### src/rtl/jk_seq_pkg.sv
// Shared types for the JK bank sequencer: op encoding, FSM states, command record
// and the expected-readback rule.
package jk_seq_pkg;

    // Command fields are stored at these widths; narrower ports are zero-extended.
    localparam int unsigned CmdIdxW = 8;
    localparam int unsigned CmdCntW = 8;

    typedef enum logic [1:0] {
        OP_HOLD = 2'b00,
        OP_RST  = 2'b01,
        OP_SET  = 2'b10,
        OP_TOG  = 2'b11
    } jk_op_t;

    typedef enum logic [1:0] {
        StIdle,
        StLoad,
        StDrive,
        StCheck
    } seq_state_t;

    typedef struct packed {
        logic [CmdIdxW-1:0] idx;
        jk_op_t             op;
        logic [CmdCntW-1:0] cnt;
    } jk_cmd_t;

    function automatic logic jk_expected(input jk_op_t op, input logic q0, input logic n_lsb);
        logic res;
        res = q0;
        case (op)
            OP_HOLD: res = q0;
            OP_RST:  res = 1'b0;
            OP_SET:  res = 1'b1;
            OP_TOG:  res = q0 ^ n_lsb;
            default: res = q0;
        endcase
        return res;
    endfunction

endpackage

### src/rtl/jk_cmd_fifo.sv
// Synchronous command FIFO; flags come from a registered occupancy count, so a pop
// on a full FIFO frees space only from the following cycle.
module jk_cmd_fifo
    import jk_seq_pkg::*;
#(
    parameter int unsigned DEPTH = 4
) (
    input  logic    clk_i,
    input  logic    rst_i,
    input  logic    push_i,
    input  jk_cmd_t wdata_i,
    input  logic    pop_i,
    output jk_cmd_t rdata_o,
    output logic    full_o,
    output logic    empty_o
);
    localparam int unsigned PtrW = $clog2(DEPTH);

    jk_cmd_t         mem_q [DEPTH];
    logic [PtrW-1:0] wr_ptr_q, wr_ptr_d;
    logic [PtrW-1:0] rd_ptr_q, rd_ptr_d;
    logic [PtrW:0]   count_q, count_d;
    logic            do_push, do_pop;

    assign full_o  = (count_q == (PtrW + 1)'(DEPTH));
    assign empty_o = (count_q == '0);
    assign do_push = push_i && !full_o;
    assign do_pop  = pop_i && !empty_o;
    assign rdata_o = mem_q[rd_ptr_q];

    always_comb begin
        wr_ptr_d = wr_ptr_q;
        rd_ptr_d = rd_ptr_q;
        count_d  = count_q;
        if (do_push) wr_ptr_d = wr_ptr_q + 1'b1;
        if (do_pop)  rd_ptr_d = rd_ptr_q + 1'b1;
        case ({do_push, do_pop})
            2'b10:   count_d = count_q + 1'b1;
            2'b01:   count_d = count_q - 1'b1;
            default: count_d = count_q;
        endcase
    end

    always_ff @(posedge clk_i) begin
        if (rst_i) begin
            wr_ptr_q <= '0;
            rd_ptr_q <= '0;
            count_q  <= '0;
        end else begin
            wr_ptr_q <= wr_ptr_d;
            rd_ptr_q <= rd_ptr_d;
            count_q  <= count_d;
        end
    end

    always_ff @(posedge clk_i) begin
        if (do_push) mem_q[wr_ptr_q] <= wdata_i;
    end

endmodule

### src/rtl/jk_bank_sequencer.sv
// Command-driven J/K pin sequencer: pops queued {idx, op, cnt} commands, drives one
// flop for max(cnt,1) cycles, then checks its readback against the predicted value.
module jk_bank_sequencer
    import jk_seq_pkg::*;
#(
    parameter int unsigned WIDTH = 8,
    parameter int unsigned DEPTH = 4,
    parameter int unsigned CNT_W = 4
) (
    input  logic                     clk_i,
    input  logic                     rst_i,
    input  logic                     cmd_valid_i,
    output logic                     cmd_ready_o,
    input  logic [$clog2(WIDTH)-1:0] cmd_idx_i,
    input  logic [1:0]               cmd_op_i,
    input  logic [CNT_W-1:0]         cmd_cnt_i,
    output logic [WIDTH-1:0]         j_o,
    output logic [WIDTH-1:0]         k_o,
    input  logic [WIDTH-1:0]         q_i,
    output logic                     busy_o,
    output logic                     done_o,
    output logic                     err_o
);
    seq_state_t       state_q;
    jk_cmd_t          cmd_q;
    logic [CNT_W-1:0] cnt_q;
    logic             q0_q;
    logic [WIDTH-1:0] j_q, k_q;
    logic             done_q, err_q;

    jk_cmd_t          fifo_wdata, fifo_rdata;
    logic             fifo_full, fifo_empty, fifo_pop;
    logic [WIDTH-1:0] sel;
    logic [1:0]       op_bits;
    logic [CNT_W-1:0] n_load;
    logic             q_bit, idx_ok, exp_bit;
    logic             unused_cnt;

    assign fifo_wdata.idx = CmdIdxW'(cmd_idx_i);
    assign fifo_wdata.op  = jk_op_t'(cmd_op_i);
    assign fifo_wdata.cnt = CmdCntW'(cmd_cnt_i);
    assign fifo_pop       = (state_q == StIdle) && !fifo_empty;

    jk_cmd_fifo #(
        .DEPTH (DEPTH)
    ) u_fifo (
        .clk_i   (clk_i),
        .rst_i   (rst_i),
        .push_i  (cmd_valid_i),
        .wdata_i (fifo_wdata),
        .pop_i   (fifo_pop),
        .rdata_o (fifo_rdata),
        .full_o  (fifo_full),
        .empty_o (fifo_empty)
    );

    // One-hot select is all-zero for an out-of-range index, so no pin is driven.
    assign sel        = WIDTH'(1) << cmd_q.idx;
    assign idx_ok     = |sel;
    assign q_bit      = |(q_i & sel);
    assign op_bits    = cmd_q.op;
    assign n_load     = (cmd_q.cnt[CNT_W-1:0] == '0) ? CNT_W'(1) : cmd_q.cnt[CNT_W-1:0];
    assign exp_bit    = jk_expected(cmd_q.op, q0_q, n_load[0]);
    assign unused_cnt = ^cmd_q.cnt;

    always_ff @(posedge clk_i) begin
        if (rst_i) begin
            state_q <= StIdle;
            cmd_q   <= '0;
            cnt_q   <= '0;
            q0_q    <= 1'b0;
            j_q     <= '0;
            k_q     <= '0;
            done_q  <= 1'b0;
            err_q   <= 1'b0;
        end else begin
            done_q <= 1'b0;
            case (state_q)
                StIdle: begin
                    // The FIFO head is gone after the pop, so capture it here.
                    if (!fifo_empty) begin
                        cmd_q   <= fifo_rdata;
                        state_q <= StLoad;
                    end
                end
                StLoad: begin
                    q0_q    <= q_bit;
                    cnt_q   <= n_load;
                    j_q     <= op_bits[1] ? sel : '0;
                    k_q     <= op_bits[0] ? sel : '0;
                    state_q <= StDrive;
                end
                StDrive: begin
                    cnt_q <= cnt_q - 1'b1;
                    if (cnt_q == CNT_W'(1)) begin
                        j_q     <= '0;
                        k_q     <= '0;
                        state_q <= StCheck;
                    end
                end
                StCheck: begin
                    if (!idx_ok || (q_bit != exp_bit)) err_q <= 1'b1;
                    done_q  <= 1'b1;
                    state_q <= StIdle;
                end
                default: state_q <= StIdle;
            endcase
        end
    end

    assign j_o         = j_q;
    assign k_o         = k_q;
    assign done_o      = done_q;
    assign err_o       = err_q;
    assign busy_o      = (state_q != StIdle) || !fifo_empty;
    assign cmd_ready_o = !fifo_full;

endmodule
### config.mk
export PLATFORM = sky130hd
export DESIGN_NAME = jk_bank_sequencer
export DESIGN_NICKNAME = d
export VERILOG_FILES = /design/src/rtl/jk_seq_pkg.sv /design/src/rtl/jk_cmd_fifo.sv /design/src/rtl/jk_bank_sequencer.sv
export SDC_FILE = /design/constraint.sdc
export NUM_CORES = 1
export LEC_CHECK = 0
export BUFFER_PORTS_ARGS = -buffer_cell sky130_fd_sc_hd__buf_2
export CORE_MARGIN = 3
export CORE_UTILIZATION = 52
export DETAILED_ROUTE_END_ITERATION = 8
export GPL_TIMING_DRIVEN = 0
export PLACE_DENSITY = 0.75
export SLEW_MARGIN = 0
export SYNTH_ARGS = -nofsm -noshare
export SYNTH_HDL_FRONTEND = slang
export SYNTH_SLANG_ARGS = --single-unit
### constraint.sdc
create_clock -name clk_i -period 2.4 [get_ports clk_i]
set_input_delay 0.36 -clock clk_i [delete_from_list [all_inputs] [get_ports clk_i]]
set_output_delay 0.36 -clock clk_i [all_outputs]
set_load 0.05 [all_outputs]
==> results of run 1 <==
==> cell type report <==
type,count,area [um2],area share (%)
buffer,15,73.8,1.95
multi-input combinational,180,1230,32.3
clock inverter,6,111,2.93
inverter,15,63.8,1.68
clock buffer,10,128,3.36
tap,75,93.8,2.47
sequential,77,1900,50.1
timing repair buffer,39,195,5.14
==> through the flow <==
| step | area, um2 | cells |
|---|---|---|
| final | 3790 | 417 |
| after global routing | 3790 | 417 |
| after CTS | 3780 | 417 |
| after detailed placement | 3550 | 402 |
| after global placement | 3550 | 402 |
| after floorplan | 3260 | 288 |
==> layout by cell type (no fill, tap or decap), types with 8 or more instances in the layout <==
master,n
nor2_1,32
clkbuf_8,9
dfxtp_1,41
nor3_1,16
ha_1,10
nand2_1,26
buf_2,44
clkbuf_1,8
edfxtp_1,36
inv_1,10
mux4_2,9
a21oi_1,30
==> layer usage <==
| metal | part of all wire, % | vias up | wire length [um] | GRT usage [%] |
|---|---|---|---|---|
| li1 | - | 1124 | - | - |
| met1 | 44 | 1051 | 2540 | 21.5 |
| met2 | 50 | 44 | 2900 | 28.7 |
| met3 | 4.7 | 9 | 274 | 5.63 |
| met4 | 1.4 | 0 | 81 | 6.19 |
| met5 | 0 | - | 0 | 0 |
==> kinds of logic after synthesis <==
kind of cell	count (synthesis)	synth area share [%]
AO/OA/AOI/OAI	48	8.85
adder cells (fa/ha/maj)	13	5.23
flip-flops	77	58.5
AND/OR/NAND/NOR	100	14.3
multiplexers	13	7.46
buffers and inverters	31	4.08
XOR/XNOR	6	1.62
==> worst max path at each step <==
stage / from / to / slack (ns) / depth (start not counted)
floorplan: u_fifo.count_q[0]$_SDFFE_PP0P_ / u_fifo.count_q[2]$_SDFFE_PP0P_ / 0.11 / 10
global route: state_q[1]$_SDFFE_PP0P_ / u_fifo.count_q[2]$_SDFFE_PP0P_ / 0.006 / 11
CTS: state_q[0]$_SDFFE_PP0P_ / u_fifo.count_q[2]$_SDFFE_PP0P_ / 0.03 / 11
detailed placement: state_q[1]$_SDFFE_PP0P_ / u_fifo.count_q[2]$_SDFFE_PP0P_ / -0.06 / 12
finish: state_q[0]$_SDFFE_PP0P_ / u_fifo.count_q[2]$_SDFFE_PP0P_ / 0.18 / 11
global placement: state_q[0]$_SDFFE_PP0P_ / u_fifo.count_q[2]$_SDFFE_PP0P_ / -0.009 / 12
==> sequential cells by signal (all words and copies together), names as in the netlist, 3 cells and up <==
name / count
u_fifo.count_q: 3
cmd_q: 7
j_o: 8
k_o: 8
u_fifo.mem_q: 36
cnt_q: 4
==> power breakdown <==
part           switching (mW)  internal, mW
Clock                   0.461         0.691
Combinational            1.06         0.674
Sequential              0.156          1.61
==> what timing repair did <==
action                     in CTS  in global routing
gates resized for setup         0                  9
pin swaps                       0                  0
setup endpoints to repair       1                  1
buffers inserted                0                  0
==> flow_summary.json, run 1 <==
{
  "crit_fanout": 12,
  "synthCells": 288,
  "p_total_mw": 4.64,
  "via_per_inst": 5.34,
  "crit_chain": "inv_2 > ha_2 > nand2b_1 > buf_4 > inv_8 > ha_2 > inv_1 > fa_1 > xor2_1 > or3_1 > a21oi_1",
  "final_util_pct": 63.3,
  "seq_area_frac_synth_pct": 58.5,
  "r2r_setup_slack_ns": 0.18,
  "clkLatencyLatePin_ns": 0.35,
  "max_freq_mhz": 451,
  "io_buffers": 39,
  "antenna_found_initial": 0,
  "async_flop_share_pct": 0,
  "critical_path_class": "register to register",
  "r2r-start": "state_q[0]$_SDFFE_PP0P_",
  "grt_max_degree": 14,
  "crit_family": "adder cells",
  "placementRows": 28,
  "p_leak_nw": 1.43,
  "ys_warn_count": 0,
  "synth_commonest_cells": "41 x dfxtp_1, 36 x edfxtp_1, 32 x nor2_1",
  "crit_top_cell": "ha_2",
  "hold-path-cell-count": 1,
  "layout_setup_ws_ns": 0.184,
  "hp-start": "cmd_cnt_i[2]",
  "finalSetupViolCount": 0,
  "tightestPinTransition_ns": 0.596,
  "crit_path_end_kind": "register",
  "synth_area_leaders": "edfxtp_1 33%, dfxtp_1 25%, mux4_2 6.2%",
  "status": "finished clean",
  "startpoint_type": "register",
  "critPathRequiredTime_ns": 2.68,
  "via_count": 2228,
  "nets": 370,
  "clock-root-buffer": "clkbuf_8",
  "syn_area_per_cell_um2": 11.3,
  "drv_slew": 0,
  "initialDrtViolationCount": 118,
  "routed_wl_um": 5800,
  "synth_edf_count": 36,
  "syn_nets": 321,
  "r2r_end": "u_fifo.count_q[2]$_SDFFE_PP0P_",
  "cellPowerDensity_nw_per_um2": 1220,
  "firstDrtPassIters": 4,
  "nFillCells": 476,
  "hold_class": "primary input to register",
  "drc": 0,
  "synthToLayoutAreaGrowth_pct": 16.7,
  "synth_seq_cells": 77,
  "yosys.area.top_type": "edfxtp_1",
  "critPathBufInv": 4,
  "hold_end": "u_fifo.mem_q[3][2]$_DFFE_PP_",
  "clock_tree.buffer_depth": 2,
  "cp_data_arrival_time_ns": 2.50,
  "yosys.cell_count.top_type": "dfxtp_1",
  "post-place-ws_ns": -0.0555,
  "wl_per_cell_um": 13.9,
  "grt_pass1_vias": 2112,
  "coreArea_um2": 5990,
  "htree_levels": 3,
  "dpl.hpwl_um": 4080,
  "min_period_over_period_pct": 92.3,
  "holdWs_ns": 0.221,
  "netlist_area_um2": 3250,
  "io_pins": 40,
  "cp_slowest_cell": "fa_1",
  "yosysUniqueCellTypes": 39,
  "fin_crit_ns": 2.22,
  "synth.top_cell.area_share_pct": 33.2,
  "clock_sinks": 77,
  "grt_remaining_overflow": 0,
  "dieArea_um2": 7240,
  "antennaDiodeCount": 0,
  "die_w_um": 85.1,
  "cts_tree": "done",
  "drv_cap": 0,
  "cpPeakStageDelay_ns": 0.37,
  "slew_headroom_pct": 60.3,
  "start_util_pct": 54.3,
  "finalHoldViolCount": 0,
  "grtUsageTotal_pct": 17.4,
  "cts_inserted_buffers": 9,
  "place.gp.congestion": 0.812,
  "rsz0062_at_grt": "no",
  "vdd_ir_drop_max_mv": 0.690,
  "layout-drive-gt1-share_pct": 22.8,
  "ys.flop_type": "dfxtp_1",
  "setup_tns_ns": 0,
  "clk_pin_slew_worst_paths_ns": 0.08,
  "grt_pass1_wl_um": 9780,
  "die_y_um": 85.1,
  "cts_hold_buf": 0,
  "reg2reg_depth": 11,
  "antenna_left": 0,
  "clock_skew_ns": 0.00585
}
No activity file was read; power rests on OpenSTA's default activity.
==> run 2: changes to the inputs <==
--- a/config.mk
+++ b/config.mk
@@ -10,5 +10,5 @@
 export CORE_UTILIZATION = 52
 export DETAILED_ROUTE_END_ITERATION = 8
-export GPL_TIMING_DRIVEN = 0
+export GPL_TIMING_DRIVEN = 1
 export PLACE_DENSITY = 0.75
 export SLEW_MARGIN = 0
==> constraint.sdc (replaced) <==
create_clock -name clk_i -period 2.4 [get_ports clk_i]
set_input_delay 0.12 -clock clk_i [delete_from_list [all_inputs] [get_ports clk_i]]
set_output_delay 0.12 -clock clk_i [all_outputs]
set_load 0.05 [all_outputs]
==> run 2 against run 1 <==
- first-iteration DRC count is 6.8% lower
- via count is 2.1% lower
- clock skew hardly changed
- combinational power is 5% lower
- non-clock buffer count is 1 lower
- register-to-register slack better by 0.08 ns
==> flow_summary.json, run 2 (synthesized netlist as in run 1, its figures left out) <==
{
  "critPathBufInv": 3,
  "drv_slew": 0,
  "synthToLayoutAreaGrowth_pct": 16.6,
  "post-place-ws_ns": 0.282,
  "grt_pass1_vias": 2161,
  "hold_end": "cnt_q[1]$_SDFFE_PP0P_",
  "dr_wl_met3_um": 281,
  "grt_remaining_overflow": 0,
  "post_cts_buffers": 0,
  "hp-start": "rst_i",
  "finalSetupViolCount": 0,
  "crit_path_end_kind": "register",
  "slew_headroom_pct": 68.1,
  "r2r_end": "u_fifo.count_q[2]$_SDFFE_PP0P_",
  "layout_setup_ws_ns": 0.266,
  "via_per_inst": 5.25,
  "clk_pin_slew_worst_paths_ns": 0.07,
  "critical_path_class": "register to register",
  "cp_slowest_cell": "fa_1",
  "topRoutingLayerUsed": "met4",
  "reg2reg_depth": 10,
  "firstDrtPassIters": 4,
  "tightestPinTransition_ns": 0.479,
  "placementRows": 28,
  "hold-path-cell-count": 2,
  "cellPowerDensity_nw_per_um2": 1160,
  "regArea_um2": 1900,
  "crit_chain": "inv_1 > nand3_2 > and2_1 > inv_2 > ha_1 > inv_1 > fa_1 > xor2_1 > or3_1 > a21oi_1",
  "hold_class": "primary input to register",
  "wl_per_cell_um": 13.4,
  "clock_tree.buffer_depth": 2,
  "die_y_um": 85.1,
  "r2r-start": "u_fifo.count_q[0]$_SDFFE_PP0P_",
  "drv_cap": 0,
  "fin_crit_ns": 2.13,
  "grtUsageTotal_pct": 17.3,
  "nets": 369,
  "crit_top_cell": "inv_1",
  "drt-met1-wl_um": 2510,
  "clock_skew_ns": 0.00629,
  "placed_area_um2": 3510,
  "rsz0062_at_grt": "no",
  "dr_wl_met2_um": 2730,
  "largest_reg_flops": 36,
  "io_pins": 40,
  "startpoint_type": "register",
  "p_leak_nw": 1.42,
  "cts_inserted_buffers": 9,
  "crit_family": "simple AND/OR/NAND/NOR gates",
  "cpPeakStageDelay_ns": 0.38,
  "clock_sinks": 77,
  "dpl.hpwl_um": 3700,
  "layout_common_cells": "41 x dfxtp_1, 39 x buf_2, 36 x edfxtp_1, 32 x nor2_1, 30 x a21oi_1",
  "clock-root-buffer": "clkbuf_8",
  "dieArea_um2": 7240,
  "max_freq_mhz": 469,
  "htree_levels": 3,
  "grt_max_degree": 33,
  "min_period_over_period_pct": 88.9,
  "antennaDiodeCount": 0,
  "setup_tns_ns": 0,
  "finalHoldViolCount": 0,
  "layout-drive-gt1-share_pct": 21.1,
  "crit_fanout": 6,
  "cp_data_arrival_time_ns": 2.41,
  "drc": 0,
  "critPathRequiredTime_ns": 2.67,
  "clkLatencyLatePin_ns": 0.34,
  "start_util_pct": 54.3,
  "initialDrtViolationCount": 110,
  "final_area_um2": 3790,
  "routed_wl_um": 5580,
  "vdd_ir_drop_max_mv": 0.664,
  "place.gp.congestion": 0.768,
  "antenna_found_initial": 0,
  "nFillCells": 488,
  "grt_pass1_wl_um": 9830,
  "multi_input_area_um2": 1230,
  "r2r_setup_slack_ns": 0.27,
  "die_w_um": 85.1,
  "largest_register": "u_fifo.mem_q",
  "antenna_left": 0,
  "coreArea_um2": 5990,
  "via_count": 2182,
  "holdWs_ns": 0.204,
  "cts_tree": "done",
  "io_buffers": 39,
  "mostFrequentLayoutCell": "dfxtp_1",
  "status": "finished clean"
}
run 2: changes by cell type in the layout (fill, tap and decap cells not counted), moves of 2 or more:
cell,change
buf_4,+4
inv_1,+2
ha_2,-2
buf_2,-5
clkbuf_1,-7
bufinv_16,-2
dlygate4sd3_1,+9
ha_1,+2
run 2: area by class of cell:
type / count / share of cell area (%)
Tap cell: 75 / 2.48
Multi-Input combinational cell: 180 / 32.3
Timing Repair Buffer: 53 / 8.51
Sequential cell: 77 / 50.2
Clock inverter: 6 / 1.65
Inverter: 15 / 1.49
Clock buffer: 10 / 3.37
run 2: timing repair:
| action | CTS | global route |
|---|---|---|
| endpoints found under the hold margin | 36 | 0 |
| hold buffers | 9 | 0 |
| resized for setup | 0 | 0 |
run 2: layer usage:
layer	global-route usage (%)	vias up
li1	-	1116
met1	21.1	1007
met2	28.6	52
met3	5.73	7
met4	6.19	0
met5	0	-
run 2: worst max path at each step:
stage                                         from                             end  slack (ns)  depth (start not counted)
global route        u_fifo.count_q[0]$_SDFFE_PP0P_  u_fifo.count_q[2]$_SDFFE_PP0P_        0.06                         10
global placement    u_fifo.count_q[0]$_SDFFE_PP0P_  u_fifo.count_q[2]$_SDFFE_PP0P_        0.36                         10
detailed placement  u_fifo.count_q[0]$_SDFFE_PP0P_  u_fifo.count_q[2]$_SDFFE_PP0P_        0.28                         10
finish              u_fifo.count_q[0]$_SDFFE_PP0P_  u_fifo.count_q[2]$_SDFFE_PP0P_        0.27                         10
CTS                 u_fifo.count_q[0]$_SDFFE_PP0P_  u_fifo.count_q[2]$_SDFFE_PP0P_        0.25                         10
floorplan           u_fifo.count_q[0]$_SDFFE_PP0P_  u_fifo.count_q[2]$_SDFFE_PP0P_        0.11                         10
run 2: power breakdown:
part,leakage (nW),total [mW],internal [mW],switching (mW)
logic,0.667,1.64,0.665,0.976
clock network,0.0920,0.944,0.479,0.464
registers,0.664,1.81,1.61,0.208
run 2: stage by stage:
step / std cells / util [%] / power (mW)
2_1_floorplan: 288 / - / 3.13
3_3_place_gp: 391 / 58.6 / 3.43
3_5_place_dp: 391 / 58.6 / 3.47
4_1_cts: 416 / 63.3 / 4.44
5_1_grt: 416 / 63.3 / 4.75
6_report: 416 / 63.3 / 4.40
